===== src/rtl/count.sv =====
// count -- free-running WIDTH-bit up/down counter.
//
// Ports:
//   Clk      in   1      single clock, rising edge active
//   reset    in   1      asynchronous, active-high; forces Count to 0
//   UpOrDown in   1      direction, sampled at the rising edge: 1 = up, 0 = down
//   Count    out  WIDTH  current value, taken directly from the state register
//
// The counter steps on every edge while reset is low. There is no enable and no
// carry or borrow output. Wrap-around is the natural modulo 2^WIDTH behaviour of
// the register, so 15 -> 0 counting up and 0 -> 15 counting down need no extra
// logic and never add a stall cycle.
module count #(
  parameter int WIDTH = 4
) (
  input  logic             Clk,
  input  logic             reset,
  input  logic             UpOrDown,
  output logic [WIDTH-1:0] Count
);

  localparam logic [WIDTH-1:0] ONE = WIDTH'(1);

  logic [WIDTH-1:0] nxt;

  // The next value depends only on the register and UpOrDown. Nothing from this
  // path reaches Count between edges, so a change on UpOrDown cannot glitch the
  // output.
  always_comb begin
    nxt = Count;
    if (UpOrDown) nxt = Count + ONE;
    else          nxt = Count - ONE;
  end

  always_ff @(posedge Clk or posedge reset) begin
    if (reset) Count <= '0;
    else       Count <= nxt;
  end

endmodule


===== config.mk =====
export PLATFORM = sky130hd
export DESIGN_NAME = count
export DESIGN_NICKNAME = d
export VERILOG_FILES = /design/src/rtl/count.sv
export SDC_FILE = /design/constraint.sdc
export NUM_CORES = 1
export LEC_CHECK = 0
export ABC_CLOCK_PERIOD_IN_PS = 1600
export BUFFER_PORTS_ARGS = -buffer_cell sky130_fd_sc_hd__buf_2
export CORE_AREA = 2 2 39 41
export DETAILED_ROUTE_END_ITERATION = 12
export DIE_AREA = 0 0 41 43
export PLACE_DENSITY = 0.42
export SLEW_MARGIN = 20
export SYNTH_ARGS = -nofsm -noshare
export SYNTH_HDL_FRONTEND = slang
export SYNTH_SLANG_ARGS = --single-unit

===== constraint.sdc =====
create_clock -name Clk -period 1.6 [get_ports Clk]
set_input_delay 0 -clock Clk [delete_from_list [all_inputs] [get_ports Clk]]
set_output_delay 0 -clock Clk [all_outputs]
set_load 0.01 [all_outputs]

==> impl_metrics.yaml, run 1 <==
logic_synthesis:
  synth_seq_cells: 4
  syn_inst: 15
  synthesis.nets: 21
  ys_types: 8
  synth.yosys.warnings: 0
  seq_area_frac_synth_pct: 50.31
  syn_area_um2: 198.9
  syn_avg_cell_area_um2: 13.26
global_route:
  gr-total-overflow: 0
  busiest_layer: "met3"
  antenna_found_initial: 0
  grt_use_total_pct: 6.054
  use_met2_pct: 7.187
  grt_first_pass_wirelength_um: 627
  globalRouteMet1Util_pct: 6.209
  grt_pass1_vias: 152
  grtUsageMet3_pct: 7.853
  grt_start_max_net_pins: 5
finish:
  n_antenna_cell: 0
  regArea_um2: 100.1
  n_fill_cell: 146
  largest_register_ffs: 4
  design_area_um2: 281.5
  reg_top3: "Count (4)"
  drive_above_1_share_pct: 40.00
  final_common_cell: "buf_2"
  areaGrowthSynthToFinish_pct: 41.51
  multi_input_area_um2: 87.58
  layout_common_cells: "buf_2, dfrtp_1, inv_1, clkbuf_4"
  stdcell_count: 41
  top_register: "Count"
  final_nets: 33
pwr:
  ir_worst_vdd_mv: 0.6385
  p_leak_nw: 0.1424
  powerDensity_nw_per_um2: 1778
routing:
  drcViolationCount: 0
  drtAntennaViolNets: 0
  wl_per_cell_um: 8.415
  vias: 142
  vias_per_cell: 3.463
  dr.pass1.iters: 1
  wl_um: 345
  first_iter_violations: 0
timing:
  finalMaxSlewViolations: 0
  max_freq_ghz: 0.8359
  skew_ns: 0.001252
  setup_slack_ns: 0.4037
  finalSetupViolCount: 0
  holdWs_ns: 0.1132
  finalCritPeriodShare_pct: 74.77
  final_hold_viol_count: 0
  rsz0062_at_grt: "false"
  post-route-min-period_ns: 1.196
  fin_tns_setup_ns: 0
  worst_pin_slew_ns: 0.2039
  slew-limit-headroom_pct: 86.31
outcome:
  status: "finished clean"
worst_setup_path:
  crit_arrival_ns: 1.31
  worstPathRequired_ns: 1.72
  cp_cell_sequence: "ha_1, a21o_1, a21oi_2, xnor2_1"
  r2r_slack_ns: 0.40
  crit_path_end_kind: "flop"
  slowest_stage: "dfrtp_1"
  max_stage_delay_ns: 0.40
  rr_worst_depth: 4
  endpoint: "Count[3]"
  critPathKind: "flop to flop"
  cp-startpoint: "Count[1]"
  reg2reg_to: "Count[3]"
  cp-start-kind: "flop"
  worstReg2RegStart: "Count[1]"
  crit_fanout: 3
clock_network:
  path_clk_slew_ns: 0.04
  cts_tree: "yes"
  cts_sinks: 4
  cts-root-buf: "clkbuf_4"
  clk_latency_ns: 0.23
  ctsHtreeMaxLevel: 1
  cts_buffer_depth: 2
  cts_buffers: 3
placed_design:
  io_buffers: 6
  dp_cells: 37
  gp_congestion: 0.6203
  dp_slack_ns: 0.3952
  dpl_cell_area_um2: 249.0
worst_hold_path:
  hp-class: "input pin to flop"
floorplanning:
  coreArea_um2: 1384
  rows: 14
  initial_utilization_pct: 14.38
  die_y_um: 43
  fp.dieArea_um2: 1763
  ios: 7
  die_w_um: 41
job:
  drv_cap: 0
## worst max-delay path, delay by kind of cell (launching register included)
kind / cells / cell delay [ns]
xor gates and xnor gates: 1 / 0.08
DFF: 1 / 0.40
adders and majority gates: 1 / 0.28
AOI/OAI and AO/OA: 2 / 0.33
## cell usage after synthesis, drive strengths merged
cell type | count | area [µm²]
dfrtp | 4 | 100.1
xor2 | 1 | 8.760
a21oi | 1 | 8.760
a21o | 1 | 7.510
ha | 2 | 25.02
inv | 3 | 11.26
xnor2 | 2 | 17.52
fa | 1 | 20.02
## power by group
group          total (mW)  internal (mW)  switching [mW]
combinational       0.204          0.107          0.0970
clock               0.123         0.0837          0.0390
sequential          0.174          0.144          0.0297
total               0.500          0.335           0.166
## what timing repair did
action                                 CTS  global route
buffers inserted                         0             0
endpoints found under the hold margin    4             0
hold buffers                             1             0
resized for setup                        0             0
## how the worst min path moves through the flow
stage              from       end  cells past startpoint
6_report       UpOrDown  Count[3]                      3
5_1_grt        UpOrDown  Count[3]                      3
4_1_cts        UpOrDown  Count[3]                      3
3_5_place_dp      reset  Count[3]                      2
3_3_place_gp      reset  Count[3]                      2
2_1_floorplan     reset  Count[0]                      1
## metrics by stage
step | util, % | total power [mW]
2_1_floorplan | - | 0.3158
3_3_place_gp | 17.99 | 0.3680
3_5_place_dp | 17.99 | 0.3789
4_1_cts | 20.34 | 0.5092
5_1_grt | 20.34 | 0.5485
6_report | 20.34 | 0.5004
## layer usage
metal  wire (µm)  vias to the layer above  part of all wire [%]
met5           0                        -                     0
met4           0                        0                     0
met3          66                        0                    19
met2         129                       10                    37
met1         149                       66                    43
li1            -                       66                     -
## logic make-up (layout without fill, tap and decap cells)
group	Yosys count	count (layout)	share of synthesized area, %
buf+inv	3	13	5.660
flops	4	4	50.32
compound gates	2	2	8.178
fa+ha+maj	3	3	22.64
xor+xnor	3	3	13.21
## final cells by class
type                            count  area share, %
Clock buffer                        3          8.000
Inverter                            3          4.000
Multi-Input combinational cell      8          31.11
Sequential cell                     4          35.56
Tap cell                           16          7.111
Timing Repair Buffer                7          14.22
Note: power is estimated with default switching activity, not from simulation.
==> inputs of run 2 (changes only) <==
--- a/config.mk
+++ b/config.mk
@@ -5,12 +5,13 @@
 export SDC_FILE = /design/constraint.sdc
 export NUM_CORES = 1
 export LEC_CHECK = 0
-export ABC_CLOCK_PERIOD_IN_PS = 1600
+export ABC_AREA = 1
+export ABC_CLOCK_PERIOD_IN_PS = 1000
 export BUFFER_PORTS_ARGS = -buffer_cell sky130_fd_sc_hd__buf_2
 export CORE_AREA = 2 2 39 41
 export DETAILED_ROUTE_END_ITERATION = 12
 export DIE_AREA = 0 0 41 43
-export PLACE_DENSITY = 0.42
+export PLACE_DENSITY = 0.45
 export SLEW_MARGIN = 20
 export SYNTH_ARGS = -nofsm -noshare
 export SYNTH_HDL_FRONTEND = slang
==> constraint.sdc (replaced) <==
create_clock -name Clk -period 1 [get_ports Clk]
set_input_delay 0 -clock Clk [delete_from_list [all_inputs] [get_ports Clk]]
set_output_delay 0 -clock Clk [all_outputs]
set_load 0.01 [all_outputs]
==> run 2 against run 1 <==
The run now ends with setup timing left. Clock skew grew 0.0051 ns. Final cell count grew 32%. Die area is the same. Sequential power grew 66%. Largest cell class is now multi-input gates.
==> impl_metrics.yaml, run 2 <==
outcome:
  status: "finished, violations left"
  violations: "setup timing"
timing:
  final_hold_viol_count: 0
  fin_tns_setup_ns: -0.1770
  finalCritPeriodShare_pct: 108.3
  finalMaxSlewViolations: 0
  max_freq_ghz: 0.9233
  rsz0062_at_grt: "true"
  finalSetupViolCount: 3
  slew-limit-headroom_pct: 85.03
  skew_ns: 0.006328
  worst_pin_slew_ns: 0.2243
  setup_slack_ns: -0.08310
  post-route-min-period_ns: 1.083
finish:
  areaGrowthSynthToFinish_pct: 63.22
  final_nets: 45
  top_register: "Count"
  n_antenna_cell: 0
  layout_common_cells: "nand2_1, inv_1, buf_2, dfrtp_1, clkbuf_4"
  reg_top3: "Count (4)"
  stdcell_count: 54
  largest_register_ffs: 4
  final_common_cell: "nand2_1"
  n_fill_cell: 144
  drive_above_1_share_pct: 42.11
placed_design:
  dp_hpwl_um: 315.7
  io_buffers: 6
  dp_cells: 49
  gp_congestion: 0.7087
clock_network:
  clk_latency_ns: 0.24
  cts-root-buf: "clkbuf_4"
  cts_tree: "yes"
  path_clk_slew_ns: 0.04
  cts_sinks: 4
  cts_buffers: 3
  cts_buffer_depth: 2
  ctsHtreeMaxLevel: 1
worst_setup_path:
  cp-start-kind: "flop"
  max_stage_delay_ns: 0.39
  worstPathRequired_ns: 1.17
  crit_path_end_kind: "flop"
  cp_cell_sequence: "ha_4, or2_1, nand2_1, nand2_1, nand2_1"
  slowest_stage: "dfrtp_1"
  crit_arrival_ns: 1.25
  crit_fanout: 2
  worst_path_most_repeated_cell: "nand2_1"
  critPathKind: "flop to flop"
routing:
  drtAntennaViolNets: 0
  vias: 185
  first_iter_violations: 3
  dr.pass1.iters: 4
  drcViolationCount: 0
  wl_per_cell_um: 7.907
  vias_per_cell: 3.426
  wl_um: 427
logic_synthesis:
  syn_area_um2: 217.7
  yosysTopAreaCell: "dfrtp_1"
  synth.most_common_cell: "nand2_1"
  syn_inst: 24
  synth.area.top_cells: "dfrtp_1, nand2_1, ha_1, fa_1, inv_1"
  synth_commonest_cells: "nand2_1, inv_1, dfrtp_1, ha_1"
  ys_types: 9
  syn_avg_cell_area_um2: 9.071
  ys.flop_type: "dfrtp_1"
  synth.yosys.warnings: 0
  synth_seq_cells: 4
  synth-edff-count: 0
  seq_area_frac_synth_pct: 45.98
  synthesis.nets: 30
  yosysTopAreaCellShare_pct: 45.98
  async_reset_ff_share_pct: 100.0
worst_hold_path:
  hp-class: "input pin to flop"
job:
  drv_cap: 0
floorplanning:
  initial_utilization_pct: 15.73
  rows: 14
  fp.dieArea_um2: 1763
  die_y_um: 43
  coreArea_um2: 1384
  ios: 7
  die_w_um: 41
global_route:
  grt_pass1_vias: 189
  grtUsageMet3_pct: 6.283
  grt_first_pass_wirelength_um: 765
  grt_start_max_net_pins: 5
  gr-total-overflow: 0
  globalRouteMet1Util_pct: 8.197
  busiest_layer: "met2"
  use_met2_pct: 9.063
  grt_use_total_pct: 6.970
  antenna_found_initial: 0
pwr:
  ir_worst_vdd_mv: 1.054
  p_leak_nw: 0.1901
  powerDensity_nw_per_um2: 2756
## run 2: final timing paths
check / slack [ns] / to / cells past startpoint / from
setup / recovery: -0.08 / Count[3] / 5 / Count[2]
hold / removal: 0.14 / Count[3] / 5 / UpOrDown
setup reg to reg: -0.08 / Count[3] / 5 / Count[2]
hold reg to reg: 0.55 / Count[0] / 2 / Count[0]
max in group asynchronous: 0.64 / Count[0] / 3 / reset
min in group asynchronous: 0.19 / Count[2] / 3 / reset
## run 2: final cells by class
class	count	area (µm²)	area share (%)
Multi-Input combinational cell	15	116.4	32.75
Tap cell	16	20.02	5.634
Sequential cell	4	101.3	28.52
Clock buffer	4	26.28	7.394
Inverter	5	18.77	5.282
Timing Repair Buffer	10	72.57	20.42
## run 2: worst max-delay path: cells and delay by family (launching register included)
family | cells | cell delay [ns]
adders and majority gates | 1 | 0.22
DFF | 1 | 0.39
and+or+nand+nor | 4 | 0.39
## run 2: layer usage
layer | up-vias | part of all wire, % | routed length (µm)
met2 | 5 | 51 | 216
li1 | 97 | - | -
met3 | 0 | 5.6 | 24
met1 | 83 | 44 | 186
met4 | 0 | 0 | 0
met5 | - | 0 | 0
## run 2: power by group
part           switching, mW  internal, mW
sequential            0.0595         0.229
clock                 0.0728         0.150
combinational          0.210         0.259
## run 2: cells by family after synthesis
| kind of cell | count (synthesis) | share of synthesized area [%] |
|---|---|---|
| adder cells (fa/ha/maj) | 3 | 20.69 |
| XOR/XNOR | 1 | 4.024 |
| AND/OR/NAND/NOR | 11 | 20.69 |
| flip-flops | 4 | 45.98 |
| buffers and inverters | 5 | 8.622 |
## run 2: timing repair
action	4_1_cts	5_1_grt
setup buffers	1	0
setup endpoints to repair	3	4
endpoints found under the hold margin	4	0
hold buffers	1	0
pin swaps	3	5
resized for setup	0	4
## run 2: metrics by stage
stage | worst slack, ns | power, mW | cell area [µm²] | utilization [%] | hold slack [ns]
6_report | -0.08310 | 0.9794 | 355.3 | 25.68 | 0.1410
5_1_grt | -0.1467 | 1.080 | 355.3 | 25.68 | 0.1623
4_1_cts | -0.1173 | 0.9487 | 337.8 | 24.41 | 0.1399
3_5_place_dp | -0.1162 | 0.6786 | 294.0 | 21.25 | -0.1071
3_3_place_gp | -0.1186 | 0.6754 | 294.0 | 21.25 | -0.1103
2_1_floorplan | -0.1503 | 0.5091 | 221.5 | - | -0.2340
==> inputs of run 3 (changes only) <==
--- a/config.mk
+++ b/config.mk
@@ -5,13 +5,13 @@
 export SDC_FILE = /design/constraint.sdc
 export NUM_CORES = 1
 export LEC_CHECK = 0
-export ABC_AREA = 1
+export ABC_AREA = 0
 export ABC_CLOCK_PERIOD_IN_PS = 1000
 export BUFFER_PORTS_ARGS = -buffer_cell sky130_fd_sc_hd__buf_2
 export CORE_AREA = 2 2 39 41
 export DETAILED_ROUTE_END_ITERATION = 12
 export DIE_AREA = 0 0 41 43
-export PLACE_DENSITY = 0.45
+export PLACE_DENSITY = 0.43
 export SLEW_MARGIN = 20
 export SYNTH_ARGS = -nofsm -noshare
 export SYNTH_HDL_FRONTEND = slang
==> run 3 against run 2 <==
The run still ends with setup timing left. Combinational power fell by 15%. Setup slack worse by 0.068 ns. Fmax fell by 5.9%. Via count shrank 19%. Count of clock-buffer cells in the layout fell by 1. Flip-flop and latch count stayed put. Final cell count shrank 19%. Sequential power down 6%. Largest power group unchanged.
==> impl_metrics.yaml, run 3 (synthesis results as in run 1) <==
worst_setup_path:
  endpoint: "Count[3]"
  worstPathRequired_ns: 1.16
  cp-start-kind: "flop"
  crit_path_end_kind: "flop"
  worstReg2RegStart: "Count[1]"
  crit_fanout: 2
  reg2reg_to: "Count[3]"
  crit_arrival_ns: 1.31
  critPathKind: "flop to flop"
  rr_worst_depth: 4
  cp-startpoint: "Count[1]"
  r2r_slack_ns: -0.15
finish:
  top_register: "Count"
  layout_common_cells: "buf_2, dfrtp_1, inv_1, clkbuf_4, buf_4"
  final_common_cell: "buf_2"
  stdcell_count: 44
  areaGrowthSynthToFinish_pct: 52.83
  n_antenna_cell: 0
  reg_top3: "Count (4)"
  n_fill_cell: 154
  drive_above_1_share_pct: 46.43
  final_nets: 36
  largest_register_ffs: 4
job:
  drv_cap: 0
placed_design:
  io_buffers: 6
  dp_cells: 39
  gp_congestion: 0.6226
  dp_hpwl_um: 305.6
  dp_slack_ns: -0.1911
timing:
  holdWs_ns: 0.09649
  setup_slack_ns: -0.1511
  max_freq_ghz: 0.8688
  worst_pin_slew_ns: 0.1674
  finalSetupViolCount: 3
  finalMaxSlewViolations: 0
  skew_ns: 0.0008983
  slew-limit-headroom_pct: 88.76
  rsz0062_at_grt: "true"
  final_hold_viol_count: 0
  finalCritPeriodShare_pct: 115.1
  post-route-min-period_ns: 1.151
worst_hold_path:
  hp-class: "input pin to flop"
  hp-start: "UpOrDown"
routing:
  first_iter_violations: 1
  dr.pass1.iters: 2
  drcViolationCount: 0
  vias: 149
  drtAntennaViolNets: 0
  wl_per_cell_um: 8.909
  wl_um: 392
  vias_per_cell: 3.386
outcome:
  status: "finished, violations left"
  violations: "setup timing"
clock_network:
  cts_buffers: 3
  ctsHtreeMaxLevel: 1
  cts-root-buf: "clkbuf_4"
  cts_sinks: 4
  cts_resized: 0
  cts_tree: "yes"
  clk_latency_ns: 0.24
  cts_buffer_depth: 2
  path_clk_slew_ns: 0.04
global_route:
  gr-total-overflow: 0
  grt_first_pass_wirelength_um: 690
  grtUsageMet3_pct: 8.377
  grt_start_max_net_pins: 5
  globalRouteMet1Util_pct: 6.863
  grt_pass1_vias: 178
  busiest_layer: "met3"
  use_met2_pct: 6.875
  grt_use_total_pct: 6.862
  antenna_found_initial: 0
floorplanning:
  die_w_um: 41
  die_y_um: 43
  ios: 7
  fp.dieArea_um2: 1763
  rows: 14
  initial_utilization_pct: 14.38
  coreArea_um2: 1384
pwr:
  p_leak_nw: 0.1562
  intPower_uw: 586.2
  p_comb_share_pct: 45.4
  powerDensity_nw_per_um2: 2866
  ir_worst_vdd_mv: 0.9033
  switching_share_pct: 32.72
  p_sw_uw: 285.1
  seqPwrFrac_pct: 31.0
  pwr-share-clk_pct: 23.6
-- run 3: changes by cell type in the layout (fill, tap and decap cells not counted), moves of 2 or more --
cell | previous run | this run
xnor2_1 | 0 | 2
nand2_1 | 7 | 0
inv_1 | 5 | 3
buf_6 | 2 | 0
-- run 3: area by class of cell --
cell class	instances	area, µm²	share of cell area (%)
clock buffer	3	22.52	7.407
inverter	3	11.26	3.704
timing repair buffer	10	62.56	20.58
multi-input combinational	8	87.58	28.81
tap	16	20.02	6.584
sequential	4	100.1	32.92
-- run 3: power by group through the flow --
| stage | Sequential (mW) | Combinational, mW | Clock, mW |
|---|---|---|---|
| 6_report | 0.270 | 0.396 | 0.205 |
| 5_1_grt | 0.278 | 0.442 | 0.231 |
| 4_1_cts | 0.272 | 0.408 | 0.212 |
| 3_5_place_dp | 0.281 | 0.365 | 0 |
| 3_3_place_gp | 0.271 | 0.352 | 0 |
| 2_1_floorplan | 0.306 | 0.200 | 0 |
-- run 3: through the flow --
step                area, µm²  total power, mW  util (%)  setup TNS (ns)
global placement        264.0           0.6236     19.08         -0.2083
floorplan               198.9           0.5057         -         -0.2881
global route            304.0           0.9511     21.97         -0.4803
CTS                     304.0           0.8925     21.97         -0.4011
detailed placement      264.0           0.6463     19.08         -0.2588
finish                  304.0           0.8713     21.97         -0.3627
-- run 3: critical path: stages, from the launching register on --
cell and delay (ns):
dfrtp_1 0.37, ha_1 0.29, a21o_1 0.16, a21oi_2 0.13, xnor2_1 0.12
-- run 3: per-layer routing --
metal  vias up  wire (µm)
met3         2         66
met5         -          0
met4         0         16
met1        66        161
met2         9        148
li1         72          -
-- run 3: what timing repair did --
| action | in CTS | in global routing |
|---|---|---|
| setup buffers | 1 | 0 |
| endpoints found under the hold margin | 4 | 0 |
| setup endpoints to repair | 2 | 3 |
| hold buffers | 1 | 0 |
-- run 3: how the worst min path moves through the flow --
stage / endpoint / slack [ns] / depth (start not counted)
after floorplan: Count[0] / -0.23 / 1
after global placement: Count[3] / -0.12 / 2
after global routing: Count[3] / 0.11 / 3
after detailed placement: Count[1] / -0.11 / 2
final: Count[3] / 0.1 / 3
after CTS: Count[3] / 0.10 / 3
